<file path="config.mk">
export PLATFORM = sky130hd
export DESIGN_NAME = pipe_stall_ctrl
export DESIGN_NICKNAME = d
export VERILOG_FILES = /design/src/rtl/pipe_stall_ctrl.sv
export SDC_FILE = /design/constraint.sdc
export NUM_CORES = 1
export LEC_CHECK = 0
export ABC_AREA = 1
export ABC_CLOCK_PERIOD_IN_PS = 2290
export BUFFER_PORTS_ARGS = -buffer_cell sky130_fd_sc_hd__buf_2
export CAP_MARGIN = 20
export CORE_ASPECT_RATIO = 1.1
export CORE_UTILIZATION = 49
export CTS_BUF_LIST = sky130_fd_sc_hd__clkbuf_2 sky130_fd_sc_hd__clkbuf_4 sky130_fd_sc_hd__clkbuf_8
export DETAILED_ROUTE_END_ITERATION = 7
export PLACE_DENSITY = 0.82
export SYNTH_ARGS = -nofsm -noshare
export SYNTH_HDL_FRONTEND = slang
export SYNTH_SLANG_ARGS = --single-unit
</file>
<file path="constraint.sdc">
create_clock -name clk -period 2.29 [get_ports clk]
set_clock_uncertainty 0.2 [all_clocks]
set_input_delay 0.458 -clock clk [delete_from_list [all_inputs] [get_ports clk]]
set_output_delay 0.458 -clock clk [all_outputs]
set_load 0.02 [all_outputs]
</file>
<file path="src/rtl/pipe_stall_ctrl.sv">
// Pipeline stall/flush controller: arbitrates ID/EX/MEM hazards, sequences
// multi-cycle EX ops under a watchdog, and issues a registered flush/redirect.
module pipe_stall_ctrl #(
  parameter int MC_MAX = 40,
  parameter int CNT_W  = 6
) (
  input  logic        clk,
  input  logic        rst,
  input  logic        stallreq_id,
  input  logic        ex_mc_start,
  input  logic        ex_mc_done,
  input  logic        mem_req,
  input  logic        mem_ack,
  input  logic        excpt,
  input  logic [31:0] excpt_pc,
  output logic [5:0]  stall,
  output logic        flush,
  output logic [31:0] new_pc,
  output logic        mc_timeout
);

  typedef enum logic [1:0] {
    RUN     = 2'd0,
    EX_WAIT = 2'd1,
    FLUSH   = 2'd2
  } state_t;

  localparam logic [CNT_W-1:0] CNT_LIMIT = CNT_W'(MC_MAX);
  localparam logic [CNT_W-1:0] CNT_ONE   = CNT_W'(1);

  state_t            state_reg, state_next;
  logic [CNT_W-1:0]  cnt_reg, cnt_next;
  logic              timeout_reg, timeout_next;
  logic              flush_reg;
  logic [31:0]       new_pc_reg;
  logic              ex_hold;

  assign ex_hold = ((state_reg == RUN) && ex_mc_start && !ex_mc_done) ||
                   ((state_reg == EX_WAIT) && !ex_mc_done);

  // Stall vector; reset forces all-run regardless of requests.
  always_comb begin
    stall = 6'b000000;
    if (!rst || excpt || (state_reg == FLUSH)) begin
      stall = 6'b000000;
    end else if (mem_req && !mem_ack) begin
      stall = 6'b011111;
    end else if (ex_hold) begin
      stall = 6'b001111;
    end else if (stallreq_id) begin
      stall = 6'b000111;
    end
  end

  always_comb begin
    state_next   = state_reg;
    cnt_next     = cnt_reg;
    timeout_next = timeout_reg;
    case (state_reg)
      RUN: begin
        if (excpt) begin
          state_next = FLUSH;
        end else if (ex_mc_start && !ex_mc_done) begin
          state_next = EX_WAIT;
          cnt_next   = CNT_ONE;
        end
      end
      EX_WAIT: begin
        if (excpt) begin
          state_next = FLUSH;
          cnt_next   = '0;
        end else if (ex_mc_done) begin
          state_next = RUN;
          cnt_next   = '0;
        end else if (cnt_reg == CNT_LIMIT) begin
          state_next   = RUN;
          timeout_next = 1'b1;
          cnt_next     = '0;
        end else begin
          cnt_next = cnt_reg + CNT_ONE;
        end
      end
      FLUSH: begin
        // A new multi-cycle start here is dropped; only excpt extends FLUSH.
        state_next = excpt ? FLUSH : RUN;
      end
      default: begin
        state_next = RUN;
        cnt_next   = '0;
      end
    endcase
  end

  always_ff @(posedge clk or negedge rst) begin
    if (!rst) begin
      state_reg   <= RUN;
      cnt_reg     <= '0;
      timeout_reg <= 1'b0;
      flush_reg   <= 1'b0;
      new_pc_reg  <= 32'h0;
    end else begin
      state_reg   <= state_next;
      cnt_reg     <= cnt_next;
      timeout_reg <= timeout_next;
      flush_reg   <= excpt;
      if (excpt) begin
        new_pc_reg <= excpt_pc;
      end
    end
  end

  assign flush      = flush_reg;
  assign new_pc     = new_pc_reg;
  assign mc_timeout = timeout_reg;

endmodule
</file>
* Word-level counts from Yosys, hierarchy flattened
Index checks and enable logic that the tools add are counted.
** Operators by class
- Add/sub/neg operators :: 1
- Equality and inequality tests :: 7
- Muxes and demuxes :: 17
- Bitwise operators :: 3
- Reductions and logical operators :: 15
** Operator list (number)
- $mux W6 :: 6
- $pmux W6 S3 :: 1
- $mux W2 :: 6
- $add A6 B1 Y6 const B :: 1
- $eq A6 B6 Y1 const B :: 1
- $pmux W2 S3 :: 1
- $logic_and A1 B1 Y1 :: 5
- $mux W5 :: 1
- $mux W4 :: 1
- $ne A4 B3 Y1 const B :: 1
- $reduce_and A4 Y1 :: 1
- $logic_not A1 Y1 :: 3
- $logic_or A1 B1 Y1 :: 3
- $mux W3 :: 1
- $ne A3 B2 Y1 const B :: 1
- $not A1 Y1 :: 3
- $reduce_and A3 Y1 :: 1
- $eq A2 B1 Y1 const B :: 1
- $eq A2 B2 Y1 const B :: 1
- $logic_not A2 Y1 :: 1
- $ne A2 B1 Y1 const B :: 1
- $ne A2 B2 Y1 const B :: 1
- $reduce_and A2 Y1 :: 1
** Storage, ports and cells
- Bits in registers :: 42
- Input port bits :: 40
- Output and inout port bits :: 40
- Word-level logic and storage cells :: 48

* Depth between registers and ports, before layout
Gate-level depths: netlist (run 1).
- Depth in word-level cells :: 7
- Gate-level depth with buffers :: 9
- Mapped depth without buffers :: 9

* Least setup slack after synthesis (run 1)
Ideal clock, no wire load.
- Path kind :: reg2out
- From :: register state_reg[0]
- To :: output stall[1]
- Arrival time :: 1.545 ns
- Required time :: 1.632 ns
- Path slack :: 0.087 ns
- Stages on the path, launching flop included :: 7
- Path buffers :: 1
- Cell sequence :: dfrtp_1 > inv_1 > ha_1 > inv_1 > nand3_1 > a31oi_1 > buf_4
** On the way
- Longest elaborated chain between the ends :: 7
- Elaborated cells between the ends (all ways) :: 11
- Classes of those cells :: 2 x eq/ne; 3 x mux; 6 x reduce/logical
** Ends and longest elaborated chain
- from (decl) :: RTL line 31 : state_t state_reg, state_next;
- from (signal assigned) :: RTL line 102 : state_reg <= state_next;
- $logic_not A2 Y1 :: RTL line 38 : assign ex_hold = ((state_reg == RUN) && ex_mc_start && !ex_mc_done) ||
- $logic_and A1 B1 Y1 (2 in a row) :: RTL line 38
- $logic_or A1 B1 Y1 :: RTL line 38
- $mux W4 :: RTL line 48 : end else if (ex_hold) begin
- $mux W5 :: RTL line 46 : end else if (mem_req && !mem_ack) begin
- $mux W6 (*) :: RTL line 44 : if (!rst || excpt || (state_reg == FLUSH)) begin
- to (decl) :: RTL line 16 : output logic [5:0] stall,
Mark *: on every way between the ends. The rest lies on a longest branch, timed or not.

* Worst setup path in the final report (run 1)
- From :: register state_reg[0]
- To :: output stall[0]
Same word-level chain as after synthesis.

==> results of run 1 <==
## per-stage QoR
step	cells	instance area [µm²]	worst slack [ns]
2_1_floorplan	233	1910	0.0870
3_3_place_gp	354	2320	0.374
3_5_place_dp	354	2320	0.274
4_1_cts	364	2450	0.0169
5_1_grt	365	2480	-0.00715
6_report	365	2480	0.0316
## worst max-delay path by stage
| stage | depth (start not counted) | to | start |
|---|---|---|---|
| detailed placement | 6 | stall[0] | state_reg[0] |
| CTS | 6 | stall[0] | state_reg[1] |
| global placement | 6 | stall[0] | state_reg[0] |
| floorplan | 6 | stall[1] | state_reg[0] |
| finish | 6 | stall[0] | state_reg[0] |
| global route | 6 | stall[0] | state_reg[1] |
## synth_stat cells (2+ instances only)
| cell type | count | area (µm²) |
|---|---|---|
| nand2_1 | 123 | 462 |
| dfrtp_1 | 42 | 1050 |
| inv_1 | 15 | 56.3 |
| nor2_1 | 9 | 33.8 |
| nand3_1 | 8 | 40.0 |
| ha_1 | 6 | 75.1 |
| o21ai_0 | 4 | 20.0 |
| buf_2 | 3 | 15.0 |
| buf_4 | 3 | 22.5 |
| clkbuf_1 | 3 | 11.3 |
| a21oi_1 | 2 | 10.0 |
| nand2_2 | 2 | 12.5 |
| nor2_4 | 2 | 22.5 |
## worst register-to-register path: stages, from the launching register on
cell and delay (ns):
dfrtp_1 0.38, inv_1 0.08, ha_1 0.25, inv_1 0.11, nand2_1 0.12, nand2_4 0.14, inv_4 0.05, nor2_4 0.12
nand2_1 0.06, nand2_1 0.06
## timing repair
action	CTS	global route
setup buffers	2	1
cloned	0	0
gates resized for setup	4	4
endpoints found under the setup margin	3	4
## kinds of logic after synthesis
kind of cell,Yosys count,share of synthesized area [%]
simple gates,147,31.1
other cells,1,0.196
fa+ha+maj,6,3.93
flops,42,55.0
buf+inv,27,6.62
compound gates,9,2.69
xor+xnor,1,0.459
## power by group through the flow
stage | sequential (W) | clock [W] | combinational [W]
4_1_cts | 0.000845 | 0.000519 | 0.000411
6_report | 0.000845 | 0.000504 | 0.000425
5_1_grt | 0.000853 | 0.000541 | 0.000472
3_5_place_dp | 0.000859 | 0 | 0.000402
3_3_place_gp | 0.000858 | 0 | 0.000386
2_1_floorplan | 0.000920 | 0 | 0.000196
## cell type report
class	count	area, µm²	area share (%)
clock inverters	1	8.76	0.353
inverters	17	66.3	2.68
well taps	50	62.6	2.52
multi-input cells	164	754	30.4
flip-flops and latches	42	1050	42.4
clock buffers	7	90.1	3.63
repair buffers	84	445	18.0
## routing by layer
metal	share of wire, %	vias to the layer above	global-route usage, %
li1	-	860	-
met3	4.0	0	4.21
met2	50	48	35.2
met4	0	0	4.44
met5	0	-	0
met1	46	778	25.4
==> out/metrics.yaml, run 1 <==
outcome: "finished, final reports clean"
die_y_um: 67.5
cp.required_ns: 1.63
reg2reg_setup_slack_ns: 0.68
synthToLayoutAreaGrowth_pct: 29.8
p_switching_w: 0.000555
cts_tree: "built"
gr-total-overflow: 0
io_buffers: 78
drive_gt1_share_pct: 32.4
path_class: "reg -> out"
grt_usage_pct: 20.2
intPower_w: 0.00122
synth_nets: 279
path_buf_inv: 2
finalNetCount: 360
cts-root-buf: "clkbuf_8"
final_common_cell: "nand2_1"
grt_start_max_net_pins: 43
antenna_found_initial: 0
dp_hpwl_um: 2950
crit_path_end_kind: "primary output"
start_util_pct: 51.8
ys.flop_type: "dfrtp_1"
numCtsBuffers: 5
max_cap_violations: 0
grt_setup_unrepaired: "true"
die_area_um2: 4150
cts-htree-levels: 2
worstReg2RegStart: "state_reg[0]"
fillCellCount: 324
drtIter0Drc: 64
swShare_pct: 31.3
drt.antenna.violating_nets: 0
synth.avg_cell_area_um2: 8.19
final_cell_mix: "nand2_1 (123), buf_2 (74), dfrtp_1 (42), inv_1 (15), buf_4 (10)"
grt_pass1_wl_um: 6310
wirelength_um: 4110
crit_slowest_cell: "dfrtp_1"
insertion_delay_ns: 0.28
max_freq_mhz: 443
clock-sinks: 42
r2r-end: "cnt_reg[5]"
gp_congestion: 0.856
grt_pass1_vias: 1541
worstSetupStartpointType: "flip-flop"
die_w_um: 61.5
slew_headroom_pct: 65.8
ys_async_sr_fraction_pct: 100
largest_reg_flops: 32
cp_top_family: "flip-flops"
syn_area_um2: 1910
core_um2: 3680
num_vias: 1686
synth_edf_count: 0
hold_ws_ns: 0.0722
postLayoutCoreUtil_pct: 67.3
diodes: 0
firstDrtPassIters: 4
ys_seq_area_share_pct: 55.0
synth_warnings: 0
crit_top_cell: "buf_4"
ios: 80
crit_chain: "buf_4 > ha_1 > nand2_1 > o21a_1 > a31oi_4 > buf_4"
p_per_area_nw_per_um2: 715
finalHoldViolations: 0
setup_viol: 0
slew_viol_final: 0
p_clk_share_pct: 28.4
max_stage_delay_ns: 0.40
clkTransAtPathRegs_ns: 0.08
yosysUniqueCellTypes: 24
row_count: 23
ys_seq_elements: 42
setup-tns-final_ns: 0
reg2regPathDepth: 9
cp_max_fo: 3
layout_min_cycle_time_ns: 2.26
p_total_w: 0.00177
fin_crit_sh_pct: 98.6
min_path_type: "in -> async"
arrival_ns: 1.60
comb_power_share_pct: 24.0
synth_cells: 233
drc_errors: 0
ir_drop_uv: 440
seq_power_share_pct: 47.6
worst_pin_slew_ns: 0.513
wl_per_cell_um: 11.2
drt-vias-per-instance: 4.62
ctsHoldBuffers: 0
p_leak_nw: 1.45
clockBufferDepth: 2
Note: power is estimated with default switching activity, not from simulation.
==> run 2, diff against run 1 <==
--- a/config.mk
+++ b/config.mk
@@ -10,10 +10,12 @@
 export BUFFER_PORTS_ARGS = -buffer_cell sky130_fd_sc_hd__buf_2
 export CAP_MARGIN = 20
 export CORE_ASPECT_RATIO = 1.1
+export CORE_MARGIN = 1.5
 export CORE_UTILIZATION = 49
 export CTS_BUF_LIST = sky130_fd_sc_hd__clkbuf_2 sky130_fd_sc_hd__clkbuf_4 sky130_fd_sc_hd__clkbuf_8
 export DETAILED_ROUTE_END_ITERATION = 7
 export PLACE_DENSITY = 0.82
+export REMOVE_ABC_BUFFERS = 1
 export SYNTH_ARGS = -nofsm -noshare
 export SYNTH_HDL_FRONTEND = slang
 export SYNTH_SLANG_ARGS = --single-unit
==> run 2 against run 1 <==
First-iteration DRC count increased by 4.7%; largest cell class unchanged; sequential share of layout area decreased by 0.21 points; highest routed layer is now met4; critical path depth unchanged.
==> out/metrics.yaml, run 2 (synthesis gave the netlist of run 1 again) <==
outcome: "finished, final reports clean"
die_area_um2: 4280  # +3.1%
worstSetupStartpointType: "flip-flop"
diodes: 0  # unchanged
die_w_um: 62.5  # +1.6%
arrival_ns: 1.59  # about the same
worst_pin_slew_ns: 0.507  # -0.00546 ns
wl_per_cell_um: 11.1  # -1.1%
clockBufferDepth: 2  # unchanged
final_common_cell: "nand2_1"
start_util_pct: 51.8  # unchanged
firstDrtPassIters: 4  # unchanged
p_total_w: 0.00175  # -1.6%
ctsHoldBuffers: 0  # unchanged
max_cap_violations: 0  # unchanged
max_stage_delay_ns: 0.40  # about the same
cp.required_ns: 1.63  # about the same
setup_viol: 0  # unchanged
drtIter0Drc: 67  # +4.7%
wirelength_um: 4040  # -1.6%
row_count: 23  # unchanged
num_vias: 1694  # +0.47%
crit_slowest_cell: "dfrtp_1"
setup_slack_ns: 0.0421  # +0.0105 ns
numCtsBuffers: 5  # unchanged
fin_crit_sh_pct: 98.2  # -0.46 points
drive_gt1_share_pct: 33.2  # +0.85 points
ios: 80  # unchanged
ir_drop_uv: 530  # +21%
io_buffers: 78  # unchanged
core_um2: 3680  # unchanged
drt-vias-per-instance: 4.67  # +1.0%
grt_start_max_net_pins: 43  # unchanged
design_area_um2: 2490  # +0.50%
cts-root-buf: "clkbuf_8"
finalHoldViolations: 0  # unchanged
min_path_type: "in -> async"
path_class: "reg -> out"
cts-htree-levels: 2  # unchanged
insertion_delay_ns: 0.29  # about the same
layout_min_cycle_time_ns: 2.25  # -0.0105 ns
finalNetCount: 359  # -0.28%
p_per_area_nw_per_um2: 701  # -2.1%
grt_pass1_wl_um: 6560  # +4.0%
slew_headroom_pct: 66.2  # +0.36 points
clkTransAtPathRegs_ns: 0.08  # about the same
detailedPlace.worstSlack_ns: 0.299  # +0.0249 ns
drt.antenna.violating_nets: 0  # unchanged
largest_reg_flops: 32  # unchanged
placed_cell_area_um2: 2320  # unchanged
gr-total-overflow: 0  # unchanged
clock-sinks: 42  # unchanged
max_freq_mhz: 445  # +0.47%
die_y_um: 68.5  # +1.5%
final_cell_mix: "nand2_1 (122), buf_2 (74), dfrtp_1 (42), inv_1 (13), nor2_1 (9)"
dp_hpwl_um: 2890  # -2.0%
drc_errors: 0  # unchanged
grt_pass1_vias: 1564  # +1.5%
slew_viol_final: 0  # unchanged
p_leak_nw: 1.44  # -0.87%
synthToLayoutAreaGrowth_pct: 30.5
crit_path_end_kind: "primary output"
grt_usage_pct: 20.1  # -0.12 points
crit_chain: "buf_4 > ha_1 > nand2_2 > o21a_1 > a31oi_4 > buf_6"
cts_tree: "built"
setup-tns-final_ns: 0  # unchanged
cp_max_fo: 3  # unchanged
antenna_found_initial: 0  # unchanged
gp_congestion: 0.760  # -11%
==> run 2: metal layers <==
metal  wire length [µm]  track usage, %  vias up
li1                   -               -      854
met1               1780            23.5      778
met2               1920            34.1       56
met3                278            7.07        6
met4                 60            8.33        0
met5                  0               0        -
==> run 2: repair_timing <==
action | in CTS | in global routing
setup endpoints to repair | 3 | 4
setup buffers | 1 | 1
pin swaps | 0 | 2
resized for setup | 2 | 15
==> run 2: final timing paths <==
kind                               from    endpoint  slack (ns)  cells after the start
max                        state_reg[0]    stall[1]        0.04                      6
min                                 rst   new_pc[1]        0.09                      2
max reg2reg                state_reg[1]  cnt_reg[3]        0.67                      9
min reg2reg                  mc_timeout  mc_timeout        0.27                      1
max in group asynchronous           rst  cnt_reg[3]        1.46                      2
min in group clk           excpt_pc[28]  new_pc[28]        0.15                      3
==> run 2: per-stage QoR <==
stage                     util (%)  cells  hold slack [ns]
after floorplan                  -    223          -0.0376
after global placement        63.1    354            0.250
after detailed placement      63.1    354            0.253
after CTS                     65.8    362           0.0665
after global routing          67.6    363            0.125
final                         67.6    363           0.0856
==> run 2: worst max-delay path, delay by kind of cell (launching register included) <==
kind,cells,cell delay (ns)
AOI/OAI and AO/OA,2,0.32
adders and majority gates,1,0.21
buffers and inverters,2,0.30
DFF,1,0.40
and+or+nand+nor,1,0.07
==> run 2: layout make-up <==
| class | instances | area (µm²) |
|---|---|---|
| Fill cell | 336 | 1190 |
| Sequential cell | 42 | 1050 |
| Multi-Input combinational cell | 164 | 778 |
| Timing Repair Buffer | 83 | 449 |
| Clock buffer | 6 | 76.3 |
| Inverter | 17 | 66.3 |
| Tap cell | 50 | 62.6 |
| Clock inverter | 1 | 7.51 |
==> run 2: power by group <==
| part | total, W | switching (W) | internal, W |
|---|---|---|---|
| clock network | 0.000468 | 0.000247 | 0.000221 |
| logic | 0.000432 | 0.000278 | 0.000154 |
| registers | 0.000845 | 0.0000393 | 0.000806 |
